--- src/rtl/sdram_init_refresh.sv ---
// sdram_init_refresh
// SDRAM power-up and periodic-refresh sequencer. After reset it runs the
// power-up sequence (CKE wait, PRECHARGE-all, INIT_REFRESHES auto-refreshes,
// LOAD_MODE). It then counts refresh ticks into a saturating debt and serves
// that debt one AUTO_REFRESH at a time through a REQ/ACK handshake.
// Ports:
//   CLK            in   system clock, rising edge
//   RESET          in   asynchronous active-low reset
//   CLKE           out  SDRAM CKE
//   CMD[3:0]       out  {CS_n,RAS_n,CAS_n,WE_n}
//   ARAM[12:0]     out  multiplexed address bus
//   INIT_DONE      out  power-up sequence complete
//   BUSY           out  block owns the command bus
//   REFRESH_REQ    out  refresh debt pending and block idle
//   REFRESH_URGENT out  refresh debt at its saturation limit
//   REFRESH_ACK    in   one-cycle grant from the arbiter
module sdram_init_refresh #(
  parameter logic [12:0] MODE             = 13'h0022,
  parameter int          POWERUP_CYCLES   = 8192,
  parameter int          TRP              = 3,
  parameter int          TRFC             = 8,
  parameter int          TMRD             = 2,
  parameter int          INIT_REFRESHES   = 2,
  parameter int          REFRESH_INTERVAL = 390,
  parameter int          MAX_PENDING      = 7
) (
  input  logic        CLK,
  input  logic        RESET,
  output logic        CLKE,
  output logic [3:0]  CMD,
  output logic [12:0] ARAM,
  output logic        INIT_DONE,
  output logic        BUSY,
  output logic        REFRESH_REQ,
  output logic        REFRESH_URGENT,
  input  logic        REFRESH_ACK
);

  localparam logic [3:0] CMD_INHIBIT = 4'b1111;
  localparam logic [3:0] CMD_NOP     = 4'b0111;
  localparam logic [3:0] CMD_PRE     = 4'b0010;
  localparam logic [3:0] CMD_AREF    = 4'b0001;
  localparam logic [3:0] CMD_LMR     = 4'b0000;

  localparam int WAIT_A   = (TRP > TRFC) ? TRP : TRFC;
  localparam int WAIT_B   = (WAIT_A > TMRD) ? WAIT_A : TMRD;
  localparam int WAIT_MAX = (WAIT_B > POWERUP_CYCLES) ? WAIT_B : POWERUP_CYCLES;
  localparam int CNT_W    = $clog2(WAIT_MAX);
  localparam int TMR_W    = $clog2(REFRESH_INTERVAL);
  localparam int REF_W    = $clog2(INIT_REFRESHES + 1);

  localparam logic [CNT_W-1:0] PWR_LAST  = CNT_W'(POWERUP_CYCLES - 1);
  localparam logic [CNT_W-1:0] CKE_AT    = CNT_W'(POWERUP_CYCLES / 2);
  localparam logic [CNT_W-1:0] TRP_LAST  = CNT_W'(TRP - 2);
  localparam logic [CNT_W-1:0] TRFC_LAST = CNT_W'(TRFC - 2);
  localparam logic [CNT_W-1:0] TMRD_LAST = CNT_W'(TMRD - 2);
  localparam logic [TMR_W-1:0] TMR_LAST  = TMR_W'(REFRESH_INTERVAL - 1);
  localparam logic [REF_W-1:0] REF_TOTAL = REF_W'(INIT_REFRESHES);
  localparam logic [3:0]       DEBT_MAX  = 4'(MAX_PENDING);

  typedef enum logic [2:0] {
    S_PWRUP, S_PRE, S_TRP_WAIT, S_REF, S_TRFC_WAIT, S_LMR, S_TMRD_WAIT, S_IDLE
  } state_t;

  state_t             state;
  logic [CNT_W-1:0]   cnt;
  logic [TMR_W-1:0]   timer;
  logic [REF_W-1:0]   refs;
  logic [3:0]         debt;
  logic               periodic;
  logic               timer_run;
  logic               tick;
  logic               accept;

  // Saturating debt update; a simultaneous tick and grant cancel out.
  function automatic logic [3:0] debt_update(input logic [3:0] d,
                                             input logic tick_i,
                                             input logic take_i);
    logic [3:0] r;
    r = d;
    if (tick_i && !take_i && (d != DEBT_MAX)) r = d + 4'd1;
    if (take_i && !tick_i)                    r = d - 4'd1;
    return r;
  endfunction

  function automatic state_t after_refresh(input logic periodic_i,
                                           input logic [REF_W-1:0] issued);
    state_t s;
    if (periodic_i)               s = S_IDLE;
    else if (issued < REF_TOTAL)  s = S_REF;
    else                          s = S_LMR;
    return s;
  endfunction

  // The timer starts on the edge the FSM first sits in IDLE, one edge
  // before INIT_DONE itself is visible.
  assign timer_run = INIT_DONE || (state == S_IDLE);
  assign tick      = timer_run && (timer == '0);
  assign accept    = REFRESH_ACK && REFRESH_REQ && (state == S_IDLE);

  always_ff @(posedge CLK or negedge RESET) begin
    if (!RESET) begin
      state          <= S_PWRUP;
      cnt            <= '0;
      timer          <= TMR_LAST;
      refs           <= '0;
      debt           <= '0;
      periodic       <= 1'b0;
      CLKE           <= 1'b0;
      CMD            <= CMD_INHIBIT;
      ARAM           <= '0;
      INIT_DONE      <= 1'b0;
      BUSY           <= 1'b1;
      REFRESH_REQ    <= 1'b0;
      REFRESH_URGENT <= 1'b0;
    end else begin
      // Outputs reflect the state held before this edge.
      CMD            <= CMD_NOP;
      ARAM           <= '0;
      BUSY           <= (state != S_IDLE);
      INIT_DONE      <= INIT_DONE | (state == S_IDLE);
      REFRESH_REQ    <= (state == S_IDLE) && (debt != 4'd0);
      REFRESH_URGENT <= (debt == DEBT_MAX);
      debt           <= debt_update(debt, tick, accept);
      if (timer_run) timer <= (timer == '0) ? TMR_LAST : timer - 1'b1;

      case (state)
        S_PWRUP: begin
          cnt  <= cnt + 1'b1;
          CLKE <= CLKE | (cnt >= CKE_AT);
          CMD  <= (cnt >= CKE_AT) ? CMD_NOP : CMD_INHIBIT;
          if (cnt == PWR_LAST) begin
            cnt   <= '0;
            state <= S_PRE;
          end
        end
        S_PRE: begin
          CMD   <= CMD_PRE;
          ARAM  <= 13'h0400;
          cnt   <= '0;
          state <= (TRP == 1) ? S_REF : S_TRP_WAIT;
        end
        S_TRP_WAIT: begin
          cnt <= cnt + 1'b1;
          if (cnt == TRP_LAST) state <= S_REF;
        end
        S_REF: begin
          CMD <= CMD_AREF;
          cnt <= '0;
          if (!periodic) refs <= refs + 1'b1;
          state <= (TRFC == 1) ? after_refresh(periodic, refs + 1'b1) : S_TRFC_WAIT;
        end
        S_TRFC_WAIT: begin
          cnt <= cnt + 1'b1;
          if (cnt == TRFC_LAST) state <= after_refresh(periodic, refs);
        end
        S_LMR: begin
          CMD   <= CMD_LMR;
          ARAM  <= MODE;
          cnt   <= '0;
          state <= (TMRD == 1) ? S_IDLE : S_TMRD_WAIT;
        end
        S_TMRD_WAIT: begin
          cnt <= cnt + 1'b1;
          if (cnt == TMRD_LAST) state <= S_IDLE;
        end
        S_IDLE: begin
          if (accept) begin
            periodic <= 1'b1;
            state    <= S_PRE;
          end
        end
      endcase
    end
  end

endmodule

--- config.mk ---
export PLATFORM = sky130hd
export DESIGN_NAME = sdram_init_refresh
export DESIGN_NICKNAME = d
export VERILOG_FILES = /design/src/rtl/sdram_init_refresh.sv
export SDC_FILE = /design/constraint.sdc
export NUM_CORES = 1
export LEC_CHECK = 0
export BUFFER_PORTS_ARGS = -buffer_cell sky130_fd_sc_hd__buf_2
export CAP_MARGIN = 30
export CORE_ASPECT_RATIO = 1.5
export CORE_MARGIN = 10
export CORE_UTILIZATION = 45
export DETAILED_ROUTE_END_ITERATION = 10
export SYNTH_ARGS = -nofsm -noshare
export SYNTH_HDL_FRONTEND = slang
export SYNTH_SLANG_ARGS = --single-unit
--- constraint.sdc ---
create_clock -name CLK -period 3.06 [get_ports CLK]
set_input_delay 0 -clock CLK [delete_from_list [all_inputs] [get_ports CLK]]
set_output_delay 0 -clock CLK [all_outputs]
set_load 0.02 [all_outputs]
## Yosys cells after proc, flatten, opt, wreduce, memory -nomap -nowiden

Cells that the tools add are included.

- Bitwise logic cells: 3
- Reduce and logical (&&, ||, !) cells: 21
- Equal/unequal tests: 18
- $add $sub $neg: 5
- Multiplexer cells: 16
- Order comparisons: 2

Operators with widths:

| cell | count |
|---|---|
| $pmux W13 S3 | 1 |
| $pmux W3 S8 | 1 |
| $pmux W11 S2 | 1 |
| $mux W3 | 7 |
| $pmux W4 S4 | 1 |
| $add A13 B1 Y13 const B | 1 |
| $eq A13 B1 Y1 const B | 1 |
| $eq A13 B13 Y1 const B | 1 |
| $eq A13 B3 Y1 const B | 1 |
| $ge A13 B13 Y1 const B | 1 |
| $logic_not A13 Y1 | 1 |
| $mux W13 | 1 |
| $eq A3 B3 Y1 const B | 4 |
| $mux W4 | 3 |
| $ne A2 B2 Y1 const B | 5 |
| $logic_not A9 Y1 | 1 |
| $mux W9 | 1 |
| $sub A9 B1 Y9 const B | 1 |
| $logic_and A1 B1 Y1 | 7 |
| $eq A3 B2 Y1 const B | 2 |
| $reduce_or A3 Y1 | 2 |
| $reduce_and A5 Y1 | 1 |
| $add A4 B1 Y4 const B | 1 |
| $eq A4 B3 Y1 const B | 1 |
| other kinds (15) | 18 |

- Logic and storage cells: 78
- Flip-flop bits (word level): 54
- Input bits: 3

## Longest topological paths before layout

- Depth in word-level cells: 7
- Gate-level depth with buffers: 10
- Gate-level depth less buffers: 10

## Least setup slack after synthesis

OpenSTA, ideal clock, no wires.

- Kind: reg2reg
- Start: reg timer[1]
- End: reg debt[1]
- Setup time: 0.127 ns
- Clock period less this slack: 2.237 ns
- Stages on the path, launching flop included: 10
- Data arrival time: 2.109 ns
- Data required time: 2.933 ns
- Buffers on the path: 0
- Path slack: 0.823 ns
- Cell sequence: dfrtp_1 -> inv_1 -> ha_1 -> or3b_1 -> nor4b_2 -> nand2b_1 -> nand2_1 -> nand2_1 -> ha_1 -> mux2_1

- Word-level cells in the longest chain between the ends: 5
- Elaborated cells on any way between the ends: 8

Ends and longest elaborated chain:

| element | RTL line | source |
|---|---|---|
| start, declared | 67 | `logic [TMR_W-1:0] timer;` |
| start signal, assigned | 125 | `if (timer_run) timer <= (timer == '0) ? TMR_LAST : timer - 1'b1;` |
| $logic_not A9 Y1 (*) | 98 | `assign tick = timer_run && (timer == '0);` |
| $logic_and A1 B1 Y1 (*) | 98 |  |
| $logic_not A1 Y1 or $logic_and A1 B1 Y1 (tied branches) | 82, 81 |  |
| $logic_and A1 B1 Y1, on equally long branches | 82, 81 |  |
| $mux W4 or $reduce_bool A2 Y1 (tied branches) | - |  |
| end signal, assigned | 124 | `debt <= debt_update(debt, tick, accept);` |
| end, declared | 69 | `logic [3:0] debt;` |

Mark *: on every way between the ends. The rest lies on a longest branch, timed or not.
A chain may end at the register's enable or synchronous reset.

## Worst setup path in the final report

- Start: reg state[0]
- End: reg debt[1]

- Word-level cells in the longest chain between the ends: 6
- Elaborated cells on any way between the ends: 11

Ends and longest elaborated chain:

| element | RTL line | source |
|---|---|---|
| start, declared | 65 | `state_t state;` |
| start signal, assigned | 141 | `state <= (TRP == 1) ? S_REF : S_TRP_WAIT;` |
| start signal, assigned | 151 | `state <= (TRFC == 1) ? after_refresh(periodic, refs + 1'b1) : S_TRFC_WAIT;` |
| start signal, assigned | 155 | `if (cnt == TRFC_LAST) state <= after_refresh(periodic, refs);` |
| $eq A3 B3 Y1 (*) | 97, 99 |  |
| $logic_or A1 B1 Y1 or $logic_and A1 B1 Y1 (tied branches) | 97, 99 |  |
| $logic_and A1 B1 Y1 or $logic_not A1 Y1 (tied branches) | 98, 81 |  |
| $logic_not A1 Y1 or $logic_and A1 B1 Y1 (tied branches) | 82, 81 |  |
| $logic_and A1 B1 Y1, on equally long branches | 82, 81 |  |
| $mux W4 or $reduce_bool A2 Y1 (tied branches) | - |  |

Marked as above.

==> flow_summary.json <==
{
  "fin_skew_ns": 0.00881,
  "clock-root-buffer": "clkbuf_8",
  "outcome": "finished clean",
  "clock_latency_ns": 0.29,
  "die_h_um": 106,
  "critPathKind": "flop to flop",
  "seq_area_frac_synth": 0.488,
  "ctsLongestPathBuffers": 2,
  "drt-total-wl_um": 4440,
  "grt_max_degree": 44,
  "synth_warnings": 0,
  "slew_headroom": 0.519,
  "final_hold_viol_count": 0,
  "gp_congestion": 0.799,
  "num_antenna_cells": 0,
  "start_util": 0.464,
  "dp_hpwl_um": 3240,
  "endpoint_kind": "flop",
  "final.setup.tns_ns": 0,
  "grt.overflow.total": 0,
  "ys.flop_type": "dfrtp_1",
  "vias": 1579,
  "tightest_slew_ns": 0.716,
  "dr_wl_met3_um": 149,
  "post_cts_resized": 0,
  "wl_per_cell_um": 14.3,
  "core.rowCount": 31,
  "drc": 0,
  "cp_max_fo": 22,
  "synth_edf_count": 0,
  "clk_pin_slew_ns": 0.09,
  "slew_violations": 0,
  "cellLeakagePower_nw": 1.07,
  "cts_tree": "done",
  "post_cts_buffers": 0,
  "synth_cell_types": 52,
  "final.min_clock_period_ns": 2.49,
  "area_growth_syn_to_layout_pct": 9.48,
  "first_pass_iters": 4,
  "max_freq_ghz": 0.401,
  "p_per_area_nw_per_um2": 736,
  "maxCapViolations": 0,
  "final_net_count": 253,
  "synth-seq-cells": 43,
  "viasPerCell": 5.08,
  "cp.arrival_ns": 2.67,
  "met2_wirelength_um": 2300,
  "worstRegToRegCells": 7,
  "port_buffers": 14,
  "peakVddDrop_mv": 0.283,
  "async_reset_ff_frac": 1.00,
  "finalSetupViolations": 0,
  "rsz0062_at_grt": "false",
  "routed.top_layer": "met4",
  "syn_area_um2": 2230,
  "required_ns": 3.24,
  "cts_hold_buf": 1,
  "pin_count": 25,
  "clock_sinks": 43,
  "core-area_um2": 4810,
  "htreeDepth": 2,
  "syn_inst": 227,
  "antenna_found_initial": 0,
  "fin_cells": 311,
  "fillCellCount": 474,
  "hold_class": "input pin to asynchronous set/reset pin",
  "dp_cells": 301,
  "cts_buffers": 5,
  "layout-drive-gt1-share": 0.180,
  "grt_usage": 0.115,
  "die_x_um": 77.5,
  "grt_pass1_wl_um": 7840,
  "die_area_um2": 8230,
  "grt_pass1_vias": 1632,
  "syn-mean-instance-area_um2": 9.82,
  "wl_met1_um": 1880,
  "drt-initial-drc-count": 125,
  "ant_nets": 0,
  "cp-start-kind": "flop",
  "period_share": 0.814
}
through the flow:
stage	setup WS [ns]	util	area, um^2	hold slack [ns]	total power [mW]
final	0.569	0.508	2440	0.0515	1.80
after CTS	0.587	0.503	2420	0.115	1.81
after detailed placement	0.613	0.484	2330	0.201	1.45
after floorplan	0.823	-	2260	-0.296	1.29
after global routing	0.372	0.508	2440	0.0537	1.94
after global placement	0.630	0.484	2330	0.206	1.44
per-layer routing:
| metal | track usage | up-vias |
|---|---|---|
| met5 | 0 | - |
| met4 | 0.0576 | 0 |
| met3 | 0.0304 | 8 |
| met2 | 0.198 | 22 |
| met1 | 0.128 | 756 |
| li1 | - | 793 |
flip-flops by register name (all words and copies together), names as in the netlist, 2 cells and up:
signal  flops
ARAM        2
CMD         4
cnt        13
debt        4
refs        2
state       3
timer       9
report_power, final:
group / total [mW] / switching, mW / internal, mW / leakage (nW)
clock network: 0.362 / 0.202 / 0.160 / 0.0412
logic: 0.561 / 0.330 / 0.231 / 0.517
registers: 0.875 / 0.173 / 0.701 / 0.514
total: 1.80 / 0.705 / 1.09 / 1.07
area by class of cell:
type | instances | area (um^2) | area share
clock buffer | 6 | 72.6 | 0.0297
clock inverter | 2 | 12.5 | 0.00513
inverter | 11 | 41.3 | 0.0169
multi-input combinational | 165 | 1030 | 0.422
sequential | 43 | 1090 | 0.445
tap | 66 | 82.6 | 0.0338
timing repair buffer | 18 | 115 | 0.0472
final timing paths:
check                             from       end  slack (ns)
max reg2reg                   state[0]   debt[1]        0.57
max                           state[0]   debt[1]        0.57
min reg2reg                       CLKE      CLKE        0.46
min in group CLK           REFRESH_ACK  state[0]        0.11
max in group asynchronous        RESET  timer[7]        2.51
min                              RESET    cnt[6]        0.05
worst max-delay path, stage by stage, from the launching register on:
cell and delay (ns):
dfrtp_1 0.78, nand3_1 0.41, nor2_1 0.35, nand2b_1 0.15, nand2_1 0.09, nand2_1 0.05, ha_1 0.26, mux2_1 0.28
logic make-up (layout without fill, tap and decap cells):
logic type / after synthesis / in the layout / share of synthesized area
multiplexers: 3 / 3 / 0.0146
AND/OR/NAND/NOR: 96 / 96 / 0.217
flip-flops: 43 / 43 / 0.488
XOR/XNOR: 19 / 19 / 0.0746
adder cells (fa/ha/maj): 6 / 6 / 0.0337
other: 1 / 10 / 0.00168
AO/OA/AOI/OAI: 31 / 31 / 0.106
buffers and inverters: 28 / 37 / 0.0657
synth_stat cells (2+ instances only):
cell type | n | area [um^2]
nor4_1 | 5 | 31.3
and3_1 | 2 | 12.5
nand2b_1 | 2 | 12.5
o21ai_0 | 5 | 25.0
buf_1 | 2 | 7.51
nor3b_1 | 2 | 15.0
inv_1 | 11 | 41.3
clkbuf_1 | 4 | 15.0
buf_4 | 11 | 82.6
ha_1 | 6 | 75.1
a21o_1 | 3 | 22.5
a21oi_1 | 5 | 25.0
a22o_1 | 2 | 17.5
nand2_1 | 24 | 90.1
or3_1 | 2 | 12.5
o22ai_1 | 2 | 12.5
dfstp_2 | 9 | 236
nand3_1 | 8 | 40.0
nor2_1 | 28 | 105
or4_4 | 2 | 22.5
xor2_1 | 8 | 70.1
dfrtp_1 | 34 | 851
xnor2_1 | 11 | 96.3
nor3_1 | 9 | 45.0
nand4_1 | 3 | 18.8
placed cells by master (no fill, tap or decap), drive strengths merged, types with 3 or more instances in the layout:
master and count:
conb 10, a21o 3, nand2 24, xor2 8, ha 6, or4 3
buf 17, dfrtp 34, xnor2 11, nor3 9, inv 11, nor4 5
o21ai 6, nor2 28, a21oi 5, or3 3, nand4 3, nand3 8
dfstp 9, clkbuf 6
Note: power is estimated with default switching activity, not from simulation.
